--- src/rtl/axi_lite_pkg.sv ---
// Shared types and constants for the AXI-Lite command master.
package axi_lite_pkg;

  // Master sequencer states: one read path, one write path and a shared
  // response-hold state.
  typedef enum logic [2:0] {
    IDLE  = 3'd0,
    RADDR = 3'd1,
    RDATA = 3'd2,
    WREQ  = 3'd3,
    WRESP = 3'd4,
    RSP   = 3'd5
  } cmd_state_e;

  // AXI response codes used by the master.
  localparam logic [1:0] OKAY   = 2'b00;
  localparam logic [1:0] SLVERR = 2'b10;

  // States where the master waits on the slave and the timeout runs.
  function automatic logic is_wait_state(input cmd_state_e s);
    return (s == RADDR) || (s == RDATA) || (s == WREQ) || (s == WRESP);
  endfunction

endpackage

--- src/rtl/axi_lite_wait_timer.sv ---
// Per-state wait counter: cleared on state entry, counts while enabled and
// flags expiry when the count reaches TIMEOUT. TIMEOUT = 0 never expires.
module axi_lite_wait_timer #(
  parameter int unsigned TIMEOUT = 256
) (
  input  logic aclk,
  input  logic areset_n,
  input  logic clear,
  input  logic enable,
  output logic expired
);

  localparam int unsigned CNT_W = (TIMEOUT > 0) ? $clog2(TIMEOUT + 1) : 1;

  logic [CNT_W-1:0] cnt_q;

  assign expired = (TIMEOUT != 0) && (cnt_q == CNT_W'(TIMEOUT));

  // Count wait cycles; hold at the limit so expiry stays asserted.
  always_ff @(posedge aclk) begin
    // NOTE: state is updated with non-blocking assignments so every flop
    // samples pre-edge values regardless of statement order.
    if (!areset_n) begin
      cnt_q <= '0;
    end else if (clear) begin
      cnt_q <= '0;
    end else if (enable && !expired) begin
      cnt_q <= cnt_q + 1'b1;
    end
  end

endmodule

--- src/rtl/axi_lite_cmd_master.sv ---
// Single-outstanding AXI-Lite master: turns one command into one AXI read or
// write transaction and returns a registered response with optional timeout.
module axi_lite_cmd_master
  import axi_lite_pkg::*;
#(
  parameter int unsigned ADDR_W  = 32,
  parameter int unsigned DATA_W  = 32,   // 32 or 64
  parameter int unsigned TIMEOUT = 256
) (
  input  logic                  aclk,
  input  logic                  areset_n,
  // command channel
  input  logic                  cmd_valid,
  output logic                  cmd_ready,
  input  logic                  cmd_write,
  input  logic [ADDR_W-1:0]     cmd_addr,
  input  logic [DATA_W-1:0]     cmd_wdata,
  input  logic [DATA_W/8-1:0]   cmd_wstrb,
  // response channel
  output logic                  rsp_valid,
  input  logic                  rsp_ready,
  output logic [DATA_W-1:0]     rsp_rdata,
  output logic [1:0]            rsp_resp,
  output logic                  rsp_write,
  output logic                  rsp_timeout,
  // AW
  output logic [ADDR_W-1:0]     awaddr,
  output logic                  awvalid,
  input  logic                  awready,
  // W
  output logic [DATA_W-1:0]     wdata,
  output logic [DATA_W/8-1:0]   wstrb,
  output logic                  wvalid,
  input  logic                  wready,
  // B
  input  logic [1:0]            bresp,
  input  logic                  bvalid,
  output logic                  bready,
  // AR
  output logic [ADDR_W-1:0]     araddr,
  output logic                  arvalid,
  input  logic                  arready,
  // R
  input  logic [DATA_W-1:0]     rdata,
  input  logic [1:0]            rresp,
  input  logic                  rvalid,
  output logic                  rready
);

  localparam int unsigned STRB_W = DATA_W / 8;

  cmd_state_e          state_q, state_d;
  logic [ADDR_W-1:0]   addr_q;
  logic [DATA_W-1:0]   wdata_q;
  logic [STRB_W-1:0]   wstrb_q;
  logic                write_q;
  logic [DATA_W-1:0]   rdata_q;
  logic [1:0]          resp_q;
  logic                timeout_q;
  logic                aw_done_q, w_done_q;
  logic                aw_hs, w_hs;
  logic                wait_state;
  logic                expired;

  assign wait_state = is_wait_state(state_q);

  // Wait counter restarts on every state change and runs only while waiting
  // on the slave.
  axi_lite_wait_timer #(
    .TIMEOUT (TIMEOUT)
  ) u_wait_timer (
    .aclk     (aclk),
    .areset_n (areset_n),
    .clear    (state_d != state_q),
    .enable   (wait_state),
    .expired  (expired)
  );

  // Next-state and handshake outputs; expiry overrides any handshake.
  always_comb begin
    // NOTE: every signal gets a default before the case so no path leaves it
    // unassigned, which would otherwise infer a latch.
    state_d   = state_q;
    cmd_ready = 1'b0;
    arvalid   = 1'b0;
    rready    = 1'b0;
    awvalid   = 1'b0;
    wvalid    = 1'b0;
    bready    = 1'b0;
    aw_hs     = 1'b0;
    w_hs      = 1'b0;
    case (state_q)
      IDLE: begin
        cmd_ready = 1'b1;
        if (cmd_valid) state_d = cmd_write ? WREQ : RADDR;
      end
      RADDR: begin
        if (expired) begin
          state_d = RSP;
        end else begin
          arvalid = 1'b1;
          if (arready) state_d = RDATA;
        end
      end
      RDATA: begin
        if (expired) begin
          state_d = RSP;
        end else begin
          rready = 1'b1;
          if (rvalid) state_d = RSP;
        end
      end
      WREQ: begin
        if (expired) begin
          state_d = RSP;
        end else begin
          awvalid = !aw_done_q;
          wvalid  = !w_done_q;
          aw_hs   = awvalid && awready;
          w_hs    = wvalid && wready;
          if ((aw_done_q || aw_hs) && (w_done_q || w_hs)) state_d = WRESP;
        end
      end
      WRESP: begin
        if (expired) begin
          state_d = RSP;
        end else begin
          bready = 1'b1;
          if (bvalid) state_d = RSP;
        end
      end
      RSP: begin
        if (rsp_ready) state_d = IDLE;
      end
      default: state_d = IDLE;
    endcase
  end

  // Address and data buses are zero whenever their valid is low.
  assign araddr = arvalid ? addr_q  : '0;
  assign awaddr = awvalid ? addr_q  : '0;
  assign wdata  = wvalid  ? wdata_q : '0;
  assign wstrb  = wvalid  ? wstrb_q : '0;

  // State register, command capture, handshake flags and response capture.
  always_ff @(posedge aclk) begin
    if (!areset_n) begin
      state_q   <= IDLE;
      addr_q    <= '0;
      wdata_q   <= '0;
      wstrb_q   <= '0;
      write_q   <= 1'b0;
      rdata_q   <= '0;
      resp_q    <= OKAY;
      timeout_q <= 1'b0;
      aw_done_q <= 1'b0;
      w_done_q  <= 1'b0;
    end else begin
      state_q <= state_d;
      case (state_q)
        IDLE: begin
          if (cmd_valid) begin
            addr_q    <= cmd_addr;
            wdata_q   <= cmd_wdata;
            wstrb_q   <= cmd_wstrb;
            write_q   <= cmd_write;
            rdata_q   <= '0;
            resp_q    <= OKAY;
            timeout_q <= 1'b0;
            aw_done_q <= 1'b0;
            w_done_q  <= 1'b0;
          end
        end
        RADDR: begin
          if (expired) begin
            resp_q    <= SLVERR;
            timeout_q <= 1'b1;
          end
        end
        RDATA: begin
          if (expired) begin
            resp_q    <= SLVERR;
            timeout_q <= 1'b1;
          end else if (rvalid) begin
            rdata_q <= rdata;
            resp_q  <= rresp;
          end
        end
        WREQ: begin
          if (expired) begin
            resp_q    <= SLVERR;
            timeout_q <= 1'b1;
          end
          if (state_d != WREQ) begin
            aw_done_q <= 1'b0;
            w_done_q  <= 1'b0;
          end else begin
            if (aw_hs) aw_done_q <= 1'b1;
            if (w_hs)  w_done_q  <= 1'b1;
          end
        end
        WRESP: begin
          if (expired) begin
            resp_q    <= SLVERR;
            timeout_q <= 1'b1;
          end else if (bvalid) begin
            resp_q <= bresp;
          end
        end
        default: ;
      endcase
    end
  end

  assign rsp_valid   = (state_q == RSP);
  assign rsp_rdata   = rdata_q;
  assign rsp_resp    = resp_q;
  assign rsp_write   = write_q;
  assign rsp_timeout = timeout_q;

endmodule

--- config.mk ---
export PLATFORM = sky130hd
export DESIGN_NAME = axi_lite_cmd_master
export DESIGN_NICKNAME = d
export VERILOG_FILES = /design/src/rtl/axi_lite_pkg.sv /design/src/rtl/axi_lite_wait_timer.sv /design/src/rtl/axi_lite_cmd_master.sv
export SDC_FILE = /design/constraint.sdc
export NUM_CORES = 1
export LEC_CHECK = 0
export ABC_AREA = 1
export ABC_CLOCK_PERIOD_IN_PS = 2300
export BUFFER_PORTS_ARGS = -buffer_cell sky130_fd_sc_hd__buf_4
export CAP_MARGIN = 20
export CORE_MARGIN = 4
export CORE_UTILIZATION = 45
export DETAILED_ROUTE_END_ITERATION = 8
export MAX_ROUTING_LAYER = met4
export PLACE_DENSITY = 0.79
export SLEW_MARGIN = 40
export SYNTH_ARGS = -nofsm -noshare
export SYNTH_HDL_FRONTEND = slang
export SYNTH_SLANG_ARGS = --single-unit
--- constraint.sdc ---
create_clock -name aclk -period 2.3 [get_ports aclk]
set_input_delay 0.46 -clock aclk [delete_from_list [all_inputs] [get_ports aclk]]
set_output_delay 0.46 -clock aclk [all_outputs]
set_load 0.02 [all_outputs]
* Yosys cells after proc, flatten, opt, wreduce, memory -nomap -nowiden
Index checks and enable logic that the tools add are counted.
Widths: inputs -> output; s select.
** Operators by class
- Bitwise gates (word level) :: 1
- Reductions and logical operators :: 26
- Mux-type cells :: 49
- Equality and inequality tests :: 17
- Div/mod/pow operators :: 0
- Order comparisons :: 0
- Add/subtract/negate cells :: 1
- Shifts and indexed selects :: 0
- Multipliers :: 0
** Operators by type and width (count)
- $mux 32 :: 6
- $pmux 32 s2 :: 1
- $mux 3 :: 10
- $mux 1 :: 19
- $pmux 3 s6 :: 1
- $ne 3x2->1 const B :: 5
- $mux 2 :: 7
- $add 9x1->9 const B :: 1
- $eq 9x9->1 const B :: 1
- $reduce_and 3->1 :: 3
- $pmux 2 s4 :: 1
- $eq 3x2->1 const B :: 2
- $eq 3x3->1 const B :: 2
- $ne 2x2->1 const B :: 3
- $pmux 1 s2 :: 3
- $reduce_bool 2->1 :: 3
- $logic_or 1x1->1 :: 5
- $reduce_and 5->1 :: 1
- $logic_and 1x1->1 :: 4
- $mux 4 :: 1
- $ne 2x1->1 const B :: 2
- $reduce_and 4->1 :: 1
- $reduce_bool 4->1 :: 1
- $reduce_or 2->1 :: 2
- other kinds (7) :: 9
** Storage, ports and cells
- Memories kept :: 0
- Logic and storage cells :: 105
- ROM bits :: 0
- Bits in registers :: 118
- Output and inout bits :: 143
- Bits of input ports :: 114
- Latch bits :: 0
- Bits in writable memories :: 0

* Depth between registers and ports, before layout
Gate-level depths: netlist of the first run.
- Depth after elaboration :: 10
- Mapped depth :: 12
- Gate-level depth less buffers :: 12

* Modules after synthesis
From an unflattened synthesis of the first run, not the netlist that was laid out.
** Unflattened totals
- Cells, all modules :: 755
- Area, all modules :: 5223.8 um2
** Modules (own cells, without submodules)
- axi_lite_cmd_master :: instances 1, cells each 672, sequential area each 2182.1 um2, area an instance 4709.5 um2
- axi_lite_wait_timer :: instances 1, cells each 83, sequential area each 180.2 um2, area an instance 514.2 um2

* Worst setup path after synthesis of the first run
OpenSTA, ideal clock, no wires.
- Path type :: register to output
- Start point :: register u_wait_timer.cnt_q[0]
- End point :: output araddr[10]
- Arrival time :: 1.922 ns
- Cell stages (with the launch flop) :: 12
- Buffers on the path :: 2
- Required time :: 1.840 ns
- Path slack :: -0.082 ns
- Path through :: dfxtp_1 inv_1 ha_1 nand2_1 nor2_1 nand2_4 buf_6 nand2_1 nor2_1 inv_1 buf_2 nor2_1
** Between the ends
- Cells in the longest elaborated chain, start to end :: 4
** Ends and longest elaborated chain
- start, declared :: line axi_lite_wait_timer.sv:15 : logic [CNT_W-1:0] cnt_q;
- start signal, assigned :: line axi_lite_wait_timer.sv:28 : cnt_q <= cnt_q + 1'b1;
- $eq 9x9->1 :: line axi_lite_wait_timer.sv:17 : assign expired = (TIMEOUT != 0) && (cnt_q == CNT_W'(TIMEOUT));
- $mux 1 :: line axi_lite_cmd_master.sv:98 : if (expired) begin
- $mux 1 :: line axi_lite_cmd_master.sv:92 : case (state_q)
- net arvalid :: line axi_lite_cmd_master.sv:41 : output logic arvalid,
- $mux 32 :: line axi_lite_cmd_master.sv:140 : assign araddr = arvalid ? addr_q : '0;
- end, declared :: line axi_lite_cmd_master.sv:40 : output logic [ADDR_W-1:0] araddr,
The timed path passes the listed nets, and every way through them passes these cells.

* Final worst setup path of the first run
- Start point :: register u_wait_timer.cnt_q[0]
- End point :: output awaddr[0]
** Between the ends
- Cells in the longest elaborated chain, start to end :: 4
** Ends and longest elaborated chain
- $eq 9x9->1 :: line axi_lite_wait_timer.sv:17
- $mux 1 :: line axi_lite_cmd_master.sv:114 : if (expired) begin
- $mux 1 :: line axi_lite_cmd_master.sv:92
- $mux 32 :: line axi_lite_cmd_master.sv:141 : assign awaddr = awvalid ? addr_q : '0;
- end, declared :: line axi_lite_cmd_master.sv:27 : output logic [ADDR_W-1:0] awaddr,
No other way between the ends.

==> key figures, run 1 <==
Status
  – Status: complete, but fails checks
  – Failing checks: negative setup slack

Synthesis
  – Synth warnings: 0
  – Top post-synthesis cells by area: dfxtp_1 44%, a21oi_1 10%, nor2_1 8.3%
  – Mapped Cells: 751
  – Seq/Total Area, Yosys: between 40% and 50%
  – Synthesized flop and latch total: approximately 120
  – Synth top area share: 44.3%
  – Post-Syn Area: ~0.0053 mm2
  – Syn Area/Cell: 7.11 um2
  – Cell variety after synth: 33
  – Syn Nets: about 870
  – Synth area leader: dfxtp_1

Drt
  – Drt drc: 0
  – DR vias: 6,078
  – 1st-iter DRT viols: 395
  – Final ANT Viol Nets: 0
  – Wirelength per Cell: 17.3 um
  – First-pass iteration count of the detailed router: 5
  – Via/cell ratio: 5.20
  – Final wirelength: approximately 20,000 um

Critical path
  – CP startpoint: u_wait_timer.cnt_q[0]
  – Crit-path cells: inv_2 > ha_4 > nand2_4 > nor2_4 > nand2_4 > buf_6 > nand2_2 > nor2_4 > inv_4 > clkbuf_16 > nor2_1 > buf_4
  – Startpoint types: flip-flop
  – Crit-path max FO: 8
  – Worst path depth: 12
  – WS Path Type: reg -> out
  – CP max stage delay: ~0.34 ns
  – RR Startpoint: u_wait_timer.cnt_q[3]
  – CP max-delay cell: dfxtp_2
  – R2R depth: 11
  – FF-to-FF End: rsp_rdata[3]
  – CP delay by family, top: buffers and inverters
  – CP Buf/Inv Count: 5
  – Crit path to: awaddr[0]
  – WP data required: roughly 1.8 ns
  – R2R setup slack: about 0.3 ns
  – Worst Setup End Kind: primary output
  – WP data arrival: between 1.5 and 2 ns

STA
  – Hold Worst Slack: ~0.34 ns
  – Worst Tran Pin Value: roughly 0.54 ns
  – Fin worst setup slack: -0.114 ns
  – Final setup viols: between 90 and 100
  – Tmin final: between 2 and 2.5 ns
  – F_max: 0.414 GHz
  – Fin crit share: 105%
  – RSZ-0062 raised after global routing: yes
  – Max Slew Vio Count: 0
  – Worst Skew: between 0.01 and 0.015 ns
  – Final Hold Fails: 0
  – Max-slew headroom: between 60% and 70%

Floorplan
  – Die Span Y: around 120 um
  – Die X-Extent: about 120 um
  – Core area: 0.0115 mm2
  – IO Pins: 257
  – Starting density of the core: approximately 46%
  – # rows: 39
  – Die area: roughly 0.014 mm2

Power and ir drop
  – Part of the power in registers: 34.2%
  – Max VDD drop: between 500 and 600 uV
  – Switching power: 2.36 mW
  – Switch share: 33.6%
  – Int Power: between 4 and 5 mW
  – Fraction of power consumed by the clock network: 35.2%
  – Gate power share: a little under a third
  – Pwr per Cell Area: 785 mW/mm2
  – Lkg Pwr: between 3 and 4 nW

Global routing
  – Initial antenna violation count: 0
  – GRT overflow: 0
  – Gr usage total: 27.4%
  – Pin count of the biggest net entering global routing: between 60 and 70
  – First-pass GRT wire length: ~28,000 um
  – Vias in the first global route: 5,705

Run
  – Max Cap Viol: 0

Cells and area
  – Ratio of cells with drive above 1 in the final layout: ~44%
  – Area growth from synthesis to layout: 67.3%
  – Layout fillers: 786
  – Core Util, Final: 77.6%
  – Antenna Cells: 0
  – Sequential cell area: about 0.0024 mm2
  – Layout Nets: approximately 1,100
  – Footprint of the multi-input gates: about 0.0028 mm2

Placement
  – IO buf count: roughly 260
  – Post-DP HPWL: 12,400 um
  – Dpl ws: approximately 0.17 ns
  – RePlAce Congestion: about 0.87

Clock tree
  – H-tree lvl count: 4
  – Clk sinks: 118
  – CTS tree: yes
  – Worst-skew pair later-pin latency: ~0.4 ns
  – CTS clk-pin slew, worst paths: ~0.05 ns
  – Clk root buf: clkbuf_16
  – Cts bufs inserted: 17
  – CTS Buffer Depth: 2

Hold path
  – Hold path depth: 3
  – Class of the worst hold path: in -> reg
  – Hold Crit Start: cmd_wdata[27]
## cells by family after synthesis
family,Yosys count,synth area share [%]
buf+inv,158,12.4
xor+xnor,5,0.820
compound gates,192,18.4
simple gates,276,23.6
fa+ha+maj,2,0.469
flops,118,44.3
## power by group through the flow
stage,clock [mW],combinational [mW],sequential (mW)
4_1_cts,2.51,2.05,2.38
2_1_floorplan,0,1.07,2.46
6_report,2.47,2.15,2.39
3_3_place_gp,0,1.66,2.42
3_5_place_dp,0,1.67,2.43
5_1_grt,2.59,2.32,2.41
## routing by layer
layer	vias up	global-route usage, %	routed length [um]
met5	-	-	0
met4	0	9.71	713
met3	53	7.04	1920
met2	306	46.8	10200
met1	2796	31.0	7380
li1	2923	-	-
## metrics by stage
stage	TNS (ns)	area [um2]	power (mW)	cells
detailed placement	0	7360	4.09	1120
finish	-3.39	8930	7.01	1169
global placement	0	7360	4.07	1120
CTS	-5.68	8720	6.94	1165
floorplan	0	5340	3.53	751
global route	-13.03	8930	7.33	1169
## sequential cells by signal, indices dropped and copies added, names as in the netlist
register,count
addr_q,32
rsp_rdata,32
wdata_q,32
u_wait_timer.cnt_q,9
wstrb_q,4
state_q,3
rsp_resp,2
aw_done_q,1
rsp_timeout,1
rsp_write,1
w_done_q,1
## worst min-delay path by stage
stage                    endpoint  slack (ns)
global placement      wdata_q[30]        0.44
floorplan              wdata_q[0]        0.43
global route        rsp_rdata[14]        0.33
detailed placement    wdata_q[30]        0.44
finish                wdata_q[27]        0.34
CTS                 rsp_rdata[24]        0.32
## cell usage after synthesis (all sizes together)
cell type    n
a21oi      110
a31oi        1
and3         1
buf         21
clkbuf      24
clkinv       2
dfxtp      118
ha           2
inv        111
nand2       87
nand3       47
nand4        3
nor2       125
nor3        13
o211ai       2
o21ai       78
o31ai        1
xnor2        1
xor2         4
## what timing repair did
action / in CTS / in global routing
setup buffers: 11 / 1
pin swaps: 7 / 4
endpoints found under the hold margin: 0 / 0
gates cloned: 4 / 3
setup endpoints to repair: 102 / 100
hold buffers: 0 / 0
resized for setup: 170 / 42
## area by class of cell
type	count	area share, %
repair buffers	290	28.8
flip-flops and latches	118	26.5
inverters	113	4.83
clock buffers	22	5.42
clock inverters	8	0.840
multi-input cells	475	31.6
well taps	143	2.00
## cell usage in the layout (no fill, tap or decap), drive strengths merged
cell        n
dfxtp     118
clkinv      5
buf       288
bufinv      1
and3        1
a21oi     110
ha          2
nand3      47
o211ai      2
o21ai      78
nor3       13
nand4       3
nand2      87
clkbuf     24
inv       111
nor2      125
xnor2       1
o31ai       1
clkinvlp    4
a31oi       1
xor2        4
## worst min-delay path, delay by kind of cell
kind                   cells  cell delay, ns
AOI/OAI and AO/OA          2            0.17
buffers and inverters      1            0.07
(Power assumes the default switching activity.)
==> run 2, diff against run 1 <==
--- a/config.mk
+++ b/config.mk
@@ -8,12 +8,12 @@
 export ABC_AREA = 1
 export ABC_CLOCK_PERIOD_IN_PS = 2300
 export BUFFER_PORTS_ARGS = -buffer_cell sky130_fd_sc_hd__buf_4
-export CAP_MARGIN = 20
 export CORE_MARGIN = 4
 export CORE_UTILIZATION = 45
 export DETAILED_ROUTE_END_ITERATION = 8
 export MAX_ROUTING_LAYER = met4
 export PLACE_DENSITY = 0.79
+export REMOVE_ABC_BUFFERS = 1
 export SLEW_MARGIN = 40
 export SYNTH_ARGS = -nofsm -noshare
 export SYNTH_HDL_FRONTEND = slang
==> run 2 against run 1 <==
  * The run still ends with negative setup slack left
  * Via count down 3.2%
  * First-iteration DRC count decreased by 14%
  * Final area is 1.2% lower
  * Sequential power hardly changed
  * Largest power group unchanged
  * Count of clock-buffer cells in the layout rose by 2
==> key figures, run 2 (synthesis gave the netlist of run 1 again) <==
Cells and area
  – Core Util, Final: 76.6% (-0.95 points)
  – Commonest non-fill, non-tap cell in the layout: buf_4
  – Post-route insts no fill: 1,167 (-0.17%)
  – Leading cell types in the layout, fill and taps excluded: 224 x buf_4, 113 x dfxtp_1, 108 x a21oi_1, 93 x inv_1, 77 x o21ai_0
  – Layout Nets: 1,127 (-0.35%)
  – Layout fillers: 876 (+11%)
  – Antenna Cells: 0 (unchanged)
  – Area growth from synthesis to layout: 65.3%
  – Ratio of cells with drive above 1 in the final layout: 43.0% (-1.1 points)

Drt
  – Final wirelength: 18,800 um (-6.9%)
  – DR vias: 5,882 (-3.2%)
  – Drt drc: 0 (unchanged)
  – Via/cell ratio: 5.04 (-3.1%)
  – Wirelength per Cell: 16.1 um (-6.7%)
  – Final ANT Viol Nets: 0 (unchanged)
  – First-pass iteration count of the detailed router: 5 (unchanged)
  – 1st-iter DRT viols: 338 (-14%)

Run
  – Max Cap Viol: 0 (unchanged)

Clock tree
  – CTS clk-pin slew, worst paths: 0.05 ns (about the same)
  – H-tree lvl count: 4 (unchanged)
  – Clk sinks: 118 (unchanged)
  – Clk root buf: clkbuf_16
  – Cts bufs inserted: 17 (unchanged)
  – Worst-skew pair later-pin latency: 0.41 ns (about the same)
  – CTS Buffer Depth: 2 (unchanged)
  – CTS tree: yes
  – Cts hold-fix bufs: 0 (unchanged)

Critical path
  – CP startpoint: u_wait_timer.cnt_q[0]
  – Crit-path cells: inv_2 > ha_4 > nand2_4 > nor2_4 > nand2_4 > nand2_2 > nor2_4 > inv_4 > buf_12 > nor2_1 > buf_4
  – R2R depth: 11 (unchanged)
  – CP max stage delay: 0.34 ns (about the same)
  – WP data required: 1.84 ns (about the same)
  – FF-to-FF End: rsp_rdata[6]
  – R2R setup slack: 0.36 ns (+0.06 ns)
  – Crit-path max FO: 15 (+7)
  – Worst Setup End Kind: primary output
  – Startpoint types: flip-flop
  – WS Path Type: reg -> out
  – WP data arrival: 1.94 ns (about the same)
  – RR Startpoint: u_wait_timer.cnt_q[0]
  – CP max-delay cell: dfxtp_2

Floorplan
  – IO Pins: 257 (unchanged)
  – # rows: 39 (unchanged)
  – Core area: 0.0115 mm2 (unchanged)
  – Die Span Y: 117 um (unchanged)
  – Die area: 0.0137 mm2 (unchanged)
  – Die X-Extent: 117 um (unchanged)
  – Starting density of the core: 46.3% (unchanged)

STA
  – Final setup viols: 72 (-26%)
  – Max Slew Vio Count: 0 (unchanged)
  – Fin worst setup slack: -0.0995 ns (+0.0146 ns)
  – Fin crit share: 104% (-0.64 points)
  – RSZ-0062 raised after global routing: yes
  – Worst Tran Pin Value: 0.522 ns (-0.0202 ns)
  – Worst Skew: 0.00926 ns (-0.00320 ns)
  – Tmin final: 2.40 ns (-0.0146 ns)
  – Max-slew headroom: 65.1% (+1.3 points)
  – F_max: 0.417 GHz (+0.61%)
  – Final Hold Fails: 0 (unchanged)
  – Hold Worst Slack: 0.324 ns (-0.0111 ns)

Placement
  – IO buf count: 256 (unchanged)
  – RePlAce Congestion: 0.931 (+7.4%)
  – Placed Cells incl. Taps: 1,119 (-0.089%)
  – Dpl ws: 0.213 ns (+0.0393 ns)
  – Post-DP HPWL: 12,000 um (-3.4%)

Global routing
  – Vias in the first global route: 5,565 (-2.5%)
  – First-pass GRT wire length: 27,000 um (-4.8%)
  – GRT overflow: 0 (unchanged)
  – Initial antenna violation count: 0 (unchanged)
  – Gr usage total: 26.2% (-1.1 points)
  – Pin count of the biggest net entering global routing: 127 (+95%)

Power and ir drop
  – Max VDD drop: 485 uV (-12%)
  – Pwr per Cell Area: 787 mW/mm2 (+0.31%)
  – Lkg Pwr: 3.84 nW (+0.20%)

Hold path
  – Hold path depth: 3 (unchanged)
  – WHS Endpoint: rsp_rdata[1]
  – Class of the worst hold path: in -> reg
  – Hold Crit Start: rdata[1]

Status
  – Status: complete, but fails checks
  – Failing checks: negative setup slack
run 2: changes by cell type in the layout (fill, tap and decap cells not counted), moves of 2 or more:
cell / previous run / this run
buf_12: 4 / 8
buf_4: 220 / 224
buf_6: 59 / 49
clkbuf_1: 1 / 3
clkinvlp_4: 4 / 1
dfxtp_1: 115 / 113
dfxtp_2: 3 / 5
nor2_1: 39 / 50
nor2_2: 29 / 34
nor2_4: 57 / 41
run 2: per-layer routing:
layer | share of wire (%) | wire length, um | GRT usage (%) | up-vias
li1 | - | - | - | 2907
met5 | 0 | 0 | - | -
met2 | 49 | 9240 | 42.9 | 260
met3 | 9.4 | 1760 | 8.12 | 43
met1 | 39 | 7290 | 29.7 | 2672
met4 | 2.7 | 505 | 11.3 | 0
run 2: worst max-delay path, delay by kind of cell (launching register included):
kind	cells	cell delay (ns)
adders and majority gates	1	0.16
buffers and inverters	4	0.46
DFF	1	0.34
and+or+nand+nor	6	0.57
run 2: area by class of cell:
cell class                      count  area (um2)  share of cell area, %
Multi-Input combinational cell    475        2730                   30.9
Timing Repair Buffer              286        2530                   28.6
Sequential cell                   118        2370                   26.8
Clock buffer                       24         492                   5.57
Inverter                          113         437                   4.95
Tap cell                          143         179                   2.03
Clock inverter                      8        96.3                   1.09
run 2: per-stage QoR:
step	setup TNS, ns	power [mW]	cell area [um2]
detailed placement	0	4.10	7400
finish	-1.38	6.95	8820
global route	-8.98	7.28	8820
floorplan	-63.37	3.40	5100
global placement	0	4.08	7400
CTS	-0.647	6.86	8490
run 2: what timing repair did:
| item | in CTS | in global routing |
|---|---|---|
| cloned | 3 | 3 |
| setup buffers | 8 | 2 |
| pin swaps | 5 | 4 |
| setup endpoints to repair | 101 | 101 |
| resized for setup | 114 | 69 |
run 2: worst max-delay path by stage:
stage,endpoint,slack [ns],depth (start not counted)
after floorplan,rsp_rdata[0],-1.10,6
after global placement,wstrb[2],0.28,11
after detailed placement,araddr[9],0.21,11
after CTS,araddr[3],-0.03,11
after global routing,araddr[6],-0.19,11
final,araddr[7],-0.1,11
run 2: power breakdown:
group	switching (mW)	internal (mW)
clock network	0.894	1.70
logic	1.25	0.713
registers	0.0900	2.30
